### src/rtl/serial_link_pkg.sv
// -----------------------------------------------------------------------------
// serial_link_pkg
//   Definitions shared by the serial parity transmitter and receiver.
//   - FSM state encodings (IDLE / DATA / PARITY)
//   - default frame data width
//   - parity mode constants
//   - parity check helper
// -----------------------------------------------------------------------------
package serial_link_pkg;

  // FSM state encodings, kept as plain constants so older tools and the
  // transmitter can share the exact same encoding.
  localparam logic [1:0] ST_IDLE   = 2'd0;
  localparam logic [1:0] ST_DATA   = 2'd1;
  localparam logic [1:0] ST_PARITY = 2'd2;

  // Number of data bits per frame unless overridden.
  localparam int unsigned DEFAULT_DATA_WIDTH = 7;

  // Parity modes.
  localparam int unsigned PARITY_EVEN = 0;
  localparam int unsigned PARITY_ODD  = 1;

  // Returns 1 when the received parity bit does not match the accumulated
  // XOR of the data bits under the selected parity mode.
  function automatic logic parity_fails(input logic acc,
                                        input logic parity_bit,
                                        input logic odd_mode);
    return acc ^ parity_bit ^ odd_mode;
  endfunction

endpackage : serial_link_pkg

### src/rtl/sat_counter.sv
// -----------------------------------------------------------------------------
// sat_counter
//   Saturating up-counter. Increments by one on every clock edge where
//   inc_en is high, and sticks at all-ones once reached.
//
// Ports
//   clk     in   1      clock, state changes on posedge
//   rst_n   in   1      asynchronous active-low reset, clears the count
//   inc_en  in   1      increment request for this cycle
//   count   out  WIDTH  current count value
// -----------------------------------------------------------------------------
module sat_counter #(
  parameter int unsigned WIDTH = 8
) (
  input  logic             clk,
  input  logic             rst_n,
  input  logic             inc_en,
  output logic [WIDTH-1:0] count
);

  localparam logic [WIDTH-1:0] COUNT_MAX = {WIDTH{1'b1}};
  localparam logic [WIDTH-1:0] COUNT_ONE = {{(WIDTH-1){1'b0}}, 1'b1};

  logic [WIDTH-1:0] count_q;
  logic [WIDTH-1:0] count_d;

  // NOTE: every combinational output gets a default before any condition,
  // so no path leaves it unassigned and no latch is inferred.
  always_comb begin
    count_d = count_q;
    if (inc_en && (count_q != COUNT_MAX)) begin
      count_d = count_q + COUNT_ONE;
    end
  end

  // NOTE: sequential state uses non-blocking assignments so all flops
  // update together from values sampled before the edge.
  always_ff @(posedge clk or negedge rst_n) begin
    if (!rst_n) begin
      count_q <= '0;
    end else begin
      count_q <= count_d;
    end
  end

  assign count = count_q;

endmodule : sat_counter

### src/rtl/serial_parity_receiver.sv
// -----------------------------------------------------------------------------
// serial_parity_receiver
//   Downstream stage of the parallel-to-serial parity transmitter. Captures
//   one framed serial word per Start pulse (DATA_WIDTH data bits LSB-first,
//   followed by one parity bit), checks parity, and presents the word with a
//   one-cycle Valid strobe. A saturating counter tracks failed frames.
//
// Parameters
//   DATA_WIDTH  data bits per frame (>= 2)
//   PARITY_ODD  0: even parity, 1: odd parity
//   ERR_W       width of ErrorCount
//
// Ports
//   Clock        in   1           clock, state changes on posedge
//   Resetn       in   1           asynchronous active-low reset
//   Start        in   1           high for one cycle alongside data bit 0
//   serialInput  in   1           serial line: data bits, then parity bit
//   dataOut      out  DATA_WIDTH  last received word, held until next Valid
//   Valid        out  1           one-cycle pulse when dataOut/ParityError update
//   ParityError  out  1           last frame failed parity; held between Valids
//   Busy         out  1           frame in progress (state != IDLE)
//   ErrorCount   out  ERR_W       failed frames since reset, saturating
// -----------------------------------------------------------------------------
module serial_parity_receiver #(
  parameter int unsigned DATA_WIDTH = serial_link_pkg::DEFAULT_DATA_WIDTH,
  parameter int unsigned PARITY_ODD = serial_link_pkg::PARITY_EVEN,
  parameter int unsigned ERR_W      = 8
) (
  input  logic                  Clock,
  input  logic                  Resetn,
  input  logic                  Start,
  input  logic                  serialInput,
  output logic [DATA_WIDTH-1:0] dataOut,
  output logic                  Valid,
  output logic                  ParityError,
  output logic                  Busy,
  output logic [ERR_W-1:0]      ErrorCount
);

  import serial_link_pkg::*;

  // One extra bit beyond what DATA_WIDTH needs, so the counter can never
  // wrap within a frame.
  localparam int unsigned CNT_W = $clog2(DATA_WIDTH) + 1;

  localparam logic [CNT_W-1:0] CNT_ONE  = CNT_W'(1);
  // Bit counter value on the edge that samples the last data bit.
  localparam logic [CNT_W-1:0] LAST_BIT = CNT_W'(DATA_WIDTH - 1);
  localparam logic             ODD_BIT  = (PARITY_ODD != 0);

  logic [1:0]            state_q,       state_d;
  logic [DATA_WIDTH-1:0] sr_q,          sr_d;
  logic                  acc_q,         acc_d;
  logic [CNT_W-1:0]      cnt_q,         cnt_d;
  logic [DATA_WIDTH-1:0] data_out_q,    data_out_d;
  logic                  valid_q,       valid_d;
  logic                  parity_err_q,  parity_err_d;
  logic                  err_inc;

  // Incoming bits enter at the MSB and move toward the LSB, so after
  // DATA_WIDTH shifts bit 0 of the word sits at sr[0].
  logic [DATA_WIDTH-1:0] sr_shifted;
  assign sr_shifted = {serialInput, sr_q[DATA_WIDTH-1:1]};

  always_comb begin
    state_d      = state_q;
    sr_d         = sr_q;
    acc_d        = acc_q;
    cnt_d        = cnt_q;
    data_out_d   = data_out_q;
    valid_d      = 1'b0;
    parity_err_d = parity_err_q;
    err_inc      = 1'b0;

    case (state_q)
      ST_IDLE: begin
        if (Start) begin
          sr_d    = sr_shifted;
          acc_d   = serialInput;
          cnt_d   = CNT_ONE;
          state_d = ST_DATA;
        end
      end

      // Start is not looked at here or in PARITY: a new Start pulse during
      // a frame is ignored and the frame completes normally.
      ST_DATA: begin
        sr_d  = sr_shifted;
        acc_d = acc_q ^ serialInput;
        cnt_d = cnt_q + CNT_ONE;
        if (cnt_q == LAST_BIT) begin
          state_d = ST_PARITY;
        end
      end

      ST_PARITY: begin
        data_out_d   = sr_q;
        valid_d      = 1'b1;
        parity_err_d = parity_fails(acc_q, serialInput, ODD_BIT);
        err_inc      = parity_err_d;
        cnt_d        = '0;
        state_d      = ST_IDLE;
      end

      // Unused encoding: recover to IDLE without producing a Valid.
      default: begin
        cnt_d   = '0;
        state_d = ST_IDLE;
      end
    endcase
  end

  // NOTE: every register here, including the shift register, is cleared by
  // reset; a frame interrupted by reset is discarded and leaves no residue.
  always_ff @(posedge Clock or negedge Resetn) begin
    if (!Resetn) begin
      state_q      <= ST_IDLE;
      sr_q         <= '0;
      acc_q        <= 1'b0;
      cnt_q        <= '0;
      data_out_q   <= '0;
      valid_q      <= 1'b0;
      parity_err_q <= 1'b0;
    end else begin
      state_q      <= state_d;
      sr_q         <= sr_d;
      acc_q        <= acc_d;
      cnt_q        <= cnt_d;
      data_out_q   <= data_out_d;
      valid_q      <= valid_d;
      parity_err_q <= parity_err_d;
    end
  end

  sat_counter #(
    .WIDTH (ERR_W)
  ) u_err_counter (
    .clk    (Clock),
    .rst_n  (Resetn),
    .inc_en (err_inc),
    .count  (ErrorCount)
  );

  assign dataOut     = data_out_q;
  assign Valid       = valid_q;
  assign ParityError = parity_err_q;
  assign Busy        = (state_q != ST_IDLE);

endmodule : serial_parity_receiver

### config.mk
export PLATFORM = sky130hd
export DESIGN_NAME = serial_parity_receiver
export DESIGN_NICKNAME = d
export VERILOG_FILES = /design/src/rtl/serial_link_pkg.sv /design/src/rtl/sat_counter.sv /design/src/rtl/serial_parity_receiver.sv
export SDC_FILE = /design/constraint.sdc
export NUM_CORES = 1
export LEC_CHECK = 0
export BUFFER_PORTS_ARGS = -buffer_cell sky130_fd_sc_hd__buf_2
export CORE_MARGIN = 2
export CORE_UTILIZATION = 55
export DETAILED_ROUTE_END_ITERATION = 8
export PLACE_DENSITY = 0.83
export SLEW_MARGIN = 20
export SYNTH_ARGS = -nofsm -noshare
export SYNTH_HDL_FRONTEND = slang
export SYNTH_HIERARCHICAL = 1
export SYNTH_SLANG_ARGS = --single-unit
### constraint.sdc
create_clock -name Clock -period 2.15 [get_ports Clock]
set_input_delay 0.43 -clock Clock [delete_from_list [all_inputs] [get_ports Clock]]
set_output_delay 0.43 -clock Clock [all_outputs]
set_load 0.05 [all_outputs]
==> flow_summary.json, run 1 <==
{
  "start_util": 0.576,
  "setup_tns_ns": 0,
  "synth-xor-area-share": 0.0248,
  "skew_ns": 0.00982,
  "yosys.area_share.simple": 0.104,
  "hpwl_um": 1640,
  "post_cts_buffers": 0,
  "grt_use_met1": 0.205,
  "holdWs_ns": 0.116,
  "path_clk_slew_ns": 0.09,
  "ys_async_sr_fraction": 1.00,
  "synthToLayoutAreaGrowth_pct": 15.7,
  "drtIter0Drc": 5,
  "cellPowerDensity_nw_per_um2": 1320,
  "worstPathRequired_ns": 1.72,
  "fmax_mhz": 544,
  "syn-instance-count": 108,
  "synth_most_common_cell": "dfrtp_1",
  "synth_cell_types": 37,
  "maxCapViolations": 0,
  "cell_internal_pwr_mw": 1.37,
  "cts_buffers": 5,
  "final_antenna_net_count": 0,
  "min_period_over_period": 0.855,
  "htreeDepth": 2,
  "syn_area_um2": 1410,
  "ys_seq_elements": 31,
  "core_area_um2": 2450,
  "crit_path_start_kind": "register",
  "synth_fp_nets": 115,
  "drc": 0,
  "grt-ovfl-total": 0,
  "synth_edf_count": 0,
  "drt_pre_antenna_iters": 3,
  "worstSetupPathType": "register to output port",
  "setup_viol": 0,
  "synth_fa_ha_area_frac": 0.0265,
  "synth_compound_area_frac": 0.124,
  "swShare": 0.369,
  "drv_slew": 0,
  "gp_congestion": 0.765,
  "cts.repair.resized": 0,
  "synth_area_leaders": "dfrtp_1, mux2_4, mux2_2",
  "finish.net_count": 143,
  "die_h_um": 54.7,
  "worstPathMaxFanout": 13,
  "postSynthAreaPerCell_um2": 13.1,
  "clock-sinks": 31,
  "pin_count": 22,
  "p_sw_mw": 0.798,
  "cp-end-kind": "output port",
  "vias": 905,
  "num_rows": 18,
  "first_global_vias": 827,
  "use_met3": 0.0820,
  "synth_mux_area_frac": 0.138,
  "yosysWarnings": 6,
  "grt_max_degree": 32,
  "routedWlPerCell_um": 13.6,
  "hp-class": "primary input to async pin",
  "grtUsageTotal": 0.179,
  "cts_root_buf": "clkbuf_4",
  "busiest_layer": "met2",
  "pwr-share-clk": 0.216,
  "worstMarginPinSlew_ns": 0.656,
  "fp.dieArea_um2": 2990,
  "rsz0062_at_grt": "false",
  "cts_buffer_depth": 2,
  "crit_arrival_ns": 1.41,
  "met2_usage": 0.288,
  "p_leak_nw": 0.802,
  "cts_hold_buf": 0,
  "clk_latency_ns": 0.33,
  "startpoint": "state_q[0]",
  "synthTopCellsByCount": "dfrtp_1, mux2_2, mux2_4, nor2_1",
  "peakVddDrop_mv": 1.00,
  "synth_top_family_by_area": "multiplexers",
  "status": "complete, no violations",
  "ys_seq_area_frac": 0.549,
  "hold_violations": 0,
  "slew_headroom": 0.563,
  "drive_gt1_frac": 0.394,
  "r2r_start": "acc_q",
  "tritoncts": "done",
  "antenna_found_initial": 0,
  "comb_power_share": 0.362,
  "wl_um": 2270,
  "grt_pass1_wl_um": 3620,
  "io_buffers": 21,
  "die_w_um": 54.7,
  "min_period_ns": 1.84,
  "viasPerCell": 5.42,
  "synth_largest_area_cell": "dfrtp_1",
  "seqPwrFrac": 0.422,
  "synth_flop_cell": "dfrtp_1",
  "synth_top_cell_area_share": 0.549,
  "num_antenna_cells": 0
}
-- power by group through the flow --
stage                     clock network, mW  logic [mW]  registers [mW]
after floorplan                           0       0.394            1.15
after global placement                    0       0.769           0.913
after detailed placement                  0       0.793           0.931
after CTS                             0.482       0.795           0.918
after global routing                  0.505       0.852           0.943
final                                 0.467       0.783           0.913
-- metal layers --
layer  wire length [um]  vias up  part of all wire
li1                   -      445                 -
met1                981      438              0.43
met4                 29        0             0.013
met5                  0        -                 0
met3                131        4             0.058
met2               1130       18              0.50
-- logic make-up (layout without fill, tap and decap cells) --
| family | after synthesis | count (layout) |
|---|---|---|
| flops | 31 | 31 |
| simple gates | 25 | 25 |
| compound gates | 22 | 22 |
| mux | 15 | 15 |
| buf+inv | 8 | 37 |
| xor+xnor | 4 | 4 |
| fa+ha+maj | 3 | 3 |
-- final cells by class --
type | instances | area, um^2
Sequential cell | 31 | 776
Tap cell | 30 | 37.5
Inverter | 5 | 18.8
Clock inverter | 2 | 35.0
Clock buffer | 6 | 51.3
Multi-Input combinational cell | 69 | 589
Timing Repair Buffer | 24 | 128
Fill cell | 185 | 820
-- through the flow --
step,power (mW),instance area [um^2],instances,utilization,setup slack (ns)
after floorplan,1.54,1410,108,-,0.307
after global placement,1.68,1550,159,0.631,0.368
after detailed placement,1.72,1550,159,0.631,0.329
after CTS,2.20,1640,167,0.666,0.286
after global routing,2.30,1640,167,0.666,0.247
final,2.16,1640,167,0.666,0.313
-- flip-flops by register name, summed over array words and instances, names as in the netlist --
register and count:
dataOut 7, u_err_counter/count 8, acc_q 1, cnt_q 4
Valid 1, state_q 2, sr_q 7, ParityError 1
-- worst max-delay path, stage by stage (launching register included) --
cell	delay, ns
dfrtp_1	0.39
buf_4	0.19
or2_2	0.28
buf_2	0.21
-- worst paths after layout --
check | depth (start not counted) | to | slack (ns)
max | 3 | Busy | 0.31
min in group Clock | 3 | ParityError | 0.46
max reg2reg | 5 | u_err_counter/count[5] | 0.47
min reg2reg | 1 | sr_q[6] | 0.51
min | 1 | dataOut[6] | 0.12
max in group asynchronous | 1 | u_err_counter/count[6] | 1.61
-- cell usage in the layout, fill, tap and decap left out, drive strengths merged, types with 2 or more instances in the layout --
master	Yosys	final
ha	3	3
nor2	7	7
xnor2	2	2
dfrtp	31	31
a41oi	2	2
nor2b	3	3
xor2	2	2
o21a	2	2
nor3	2	2
clkbuf	0	6
a21oi	5	5
nand3	5	5
mux2	15	15
buf	3	24
a211oi	2	2
nand2	2	2
inv	5	5
a31oi	2	2
(Power assumes the default switching activity.)
==> inputs of run 2 (changes only) <==
--- a/config.mk
+++ b/config.mk
@@ -6,8 +6,9 @@
 export NUM_CORES = 1
 export LEC_CHECK = 0
 export BUFFER_PORTS_ARGS = -buffer_cell sky130_fd_sc_hd__buf_2
-export CORE_MARGIN = 2
+export CORE_MARGIN = 1
 export CORE_UTILIZATION = 55
+export CTS_CLUSTER_DIAMETER = 60
 export DETAILED_ROUTE_END_ITERATION = 8
 export PLACE_DENSITY = 0.83
 export SLEW_MARGIN = 20
==> run 2 against run 1 <==
Net effect:
- clock power barely moved
- non-clock buffer count is the same
- via count is 0.99% higher
- register-to-register slack hardly changed
- largest cell class unchanged
- combinational power is essentially flat
- sequential cell count is the same
- power barely moved
- clock-buffer cell count is the same
- sequential power barely moved
- wire length decreased by 0.84%
- highest routed layer unchanged
- cell count did not move
- first-iteration DRC count is 120% higher
==> flow_summary.json, run 2 (synthesized netlist as in run 1, its figures left out) <==
{
  "skew_ns": 0.0102,
  "status": "complete, no violations",
  "tritoncts": "done",
  "num_rows": 18,
  "first_global_vias": 894,
  "worstPathMaxFanout": 13,
  "hp-class": "primary input to async pin",
  "seqPwrFrac": 0.423,
  "synthToLayoutAreaGrowth_pct": 15.7,
  "htreeDepth": 2,
  "rsz0062_at_grt": "false",
  "final_cell_mix": "dfrtp_1, buf_2, mux2_4, nor2_1, mux2_2",
  "setup_tns_ns": 0,
  "grtUsageTotal": 0.199,
  "finish.net_count": 143,
  "grt_use_met1": 0.239,
  "clock-sinks": 31,
  "die_h_um": 52.7,
  "viasPerCell": 5.47,
  "p_leak_nw": 0.802,
  "clk_latency_ns": 0.32,
  "fp.dieArea_um2": 2780,
  "min_period_ns": 1.84,
  "comb_power_share": 0.362,
  "cts_hold_buf": 0,
  "cell_internal_pwr_mw": 1.37,
  "drtIter0Drc": 11,
  "fin_cells": 167,
  "seqCellArea_um2": 776,
  "pwr-share-clk": 0.215,
  "fmax_mhz": 543,
  "wl_um": 2250,
  "p_sw_mw": 0.795,
  "drt_pre_antenna_iters": 4,
  "grt_max_degree": 32,
  "min_period_over_period": 0.857,
  "use_met3": 0.0522,
  "multi_input_area_um2": 589,
  "crit_path_start_kind": "register",
  "cellPowerDensity_nw_per_um2": 1320,
  "slew_headroom": 0.557,
  "cts_root_buf": "clkbuf_4",
  "hpwl_um": 1610,
  "busiest_layer": "met2",
  "layout_setup_ws_ns": 0.308,
  "drive_gt1_frac": 0.394,
  "antenna_found_initial": 0,
  "largest_reg_flops": 8,
  "drv_slew": 0,
  "io_buffers": 21,
  "pre_cts_slack_ns": 0.339,
  "vias": 914,
  "cp-end-kind": "output port",
  "final_common_cell": "dfrtp_1",
  "cts_buffers": 5,
  "start_util": 0.576,
  "maxCapViolations": 0,
  "peakVddDrop_mv": 1.08,
  "setup_viol": 0,
  "gp_congestion": 0.749,
  "post_cts_buffers": 0,
  "pin_count": 22,
  "met2_usage": 0.310,
  "r2r_cells": 5,
  "drc": 0,
  "holdWs_ns": 0.127,
  "cts.repair.resized": 0,
  "die_w_um": 52.7,
  "hold_violations": 0,
  "crit_arrival_ns": 1.41,
  "dpl.cell_count": 159,
  "core_area_um2": 2450,
  "grt_pass1_wl_um": 3770,
  "n_fill_cell": 198,
  "num_antenna_cells": 0,
  "worstPathRequired_ns": 1.72,
  "swShare": 0.368,
  "grt-ovfl-total": 0,
  "worstSetupPathType": "register to output port",
  "final_antenna_net_count": 0,
  "routedWlPerCell_um": 13.5,
  "path_clk_slew_ns": 0.10,
  "worstMarginPinSlew_ns": 0.664,
  "cts_buffer_depth": 2
}
-- run 2: cell counts in the layout (fill, tap and decap cells not counted) --
Identical to the previous run, type by type.
-- run 2: power by group through the flow --
stage / Sequential (mW) / Combinational, mW / Clock, mW
5_1_grt: 0.941 / 0.856 / 0.508
3_3_place_gp: 0.915 / 0.768 / 0
4_1_cts: 0.917 / 0.793 / 0.481
3_5_place_dp: 0.927 / 0.793 / 0
6_report: 0.915 / 0.782 / 0.464
2_1_floorplan: 1.15 / 0.394 / 0
-- run 2: final timing paths --
kind,startpoint,to,slack [ns]
worst max-delay path,state_q[0],Busy,0.31
worst min-delay path,Resetn,dataOut[6],0.13
worst max register to register,acc_q,u_err_counter/count[5],0.48
worst min register to register,sr_q[0],sr_q[0],0.51
max in group asynchronous,Resetn,u_err_counter/count[2],1.59
min in group Clock,serialInput,ParityError,0.47
-- run 2: cell type report --
| type | instances | share of cell area |
|---|---|---|
| inverters | 5 | 0.0115 |
| repair buffers | 24 | 0.0780 |
| clock inverters | 2 | 0.0214 |
| clock buffers | 6 | 0.0314 |
| flip-flops and latches | 31 | 0.474 |
| well taps | 30 | 0.0230 |
| multi-input cells | 69 | 0.360 |
-- run 2: critical path, stage by stage, from the launching register on --
cell and delay (ns):
dfrtp_1 0.40, buf_4 0.19, or2_2 0.28, buf_2 0.21
-- run 2: per-stage QoR --
| step | utilization | instance area, um^2 | power (mW) |
|---|---|---|---|
| after global placement | 0.631 | 1550 | 1.68 |
| after CTS | 0.666 | 1640 | 2.19 |
| after detailed placement | 0.631 | 1550 | 1.72 |
| final | 0.666 | 1640 | 2.16 |
| after global routing | 0.666 | 1640 | 2.30 |
| after floorplan | - | 1410 | 1.54 |
-- run 2: per-layer routing --
layer	wire, um	vias up
met3	77	7
met2	1070	19
li1	-	446
met1	1040	442
met5	0	-
met4	61	0
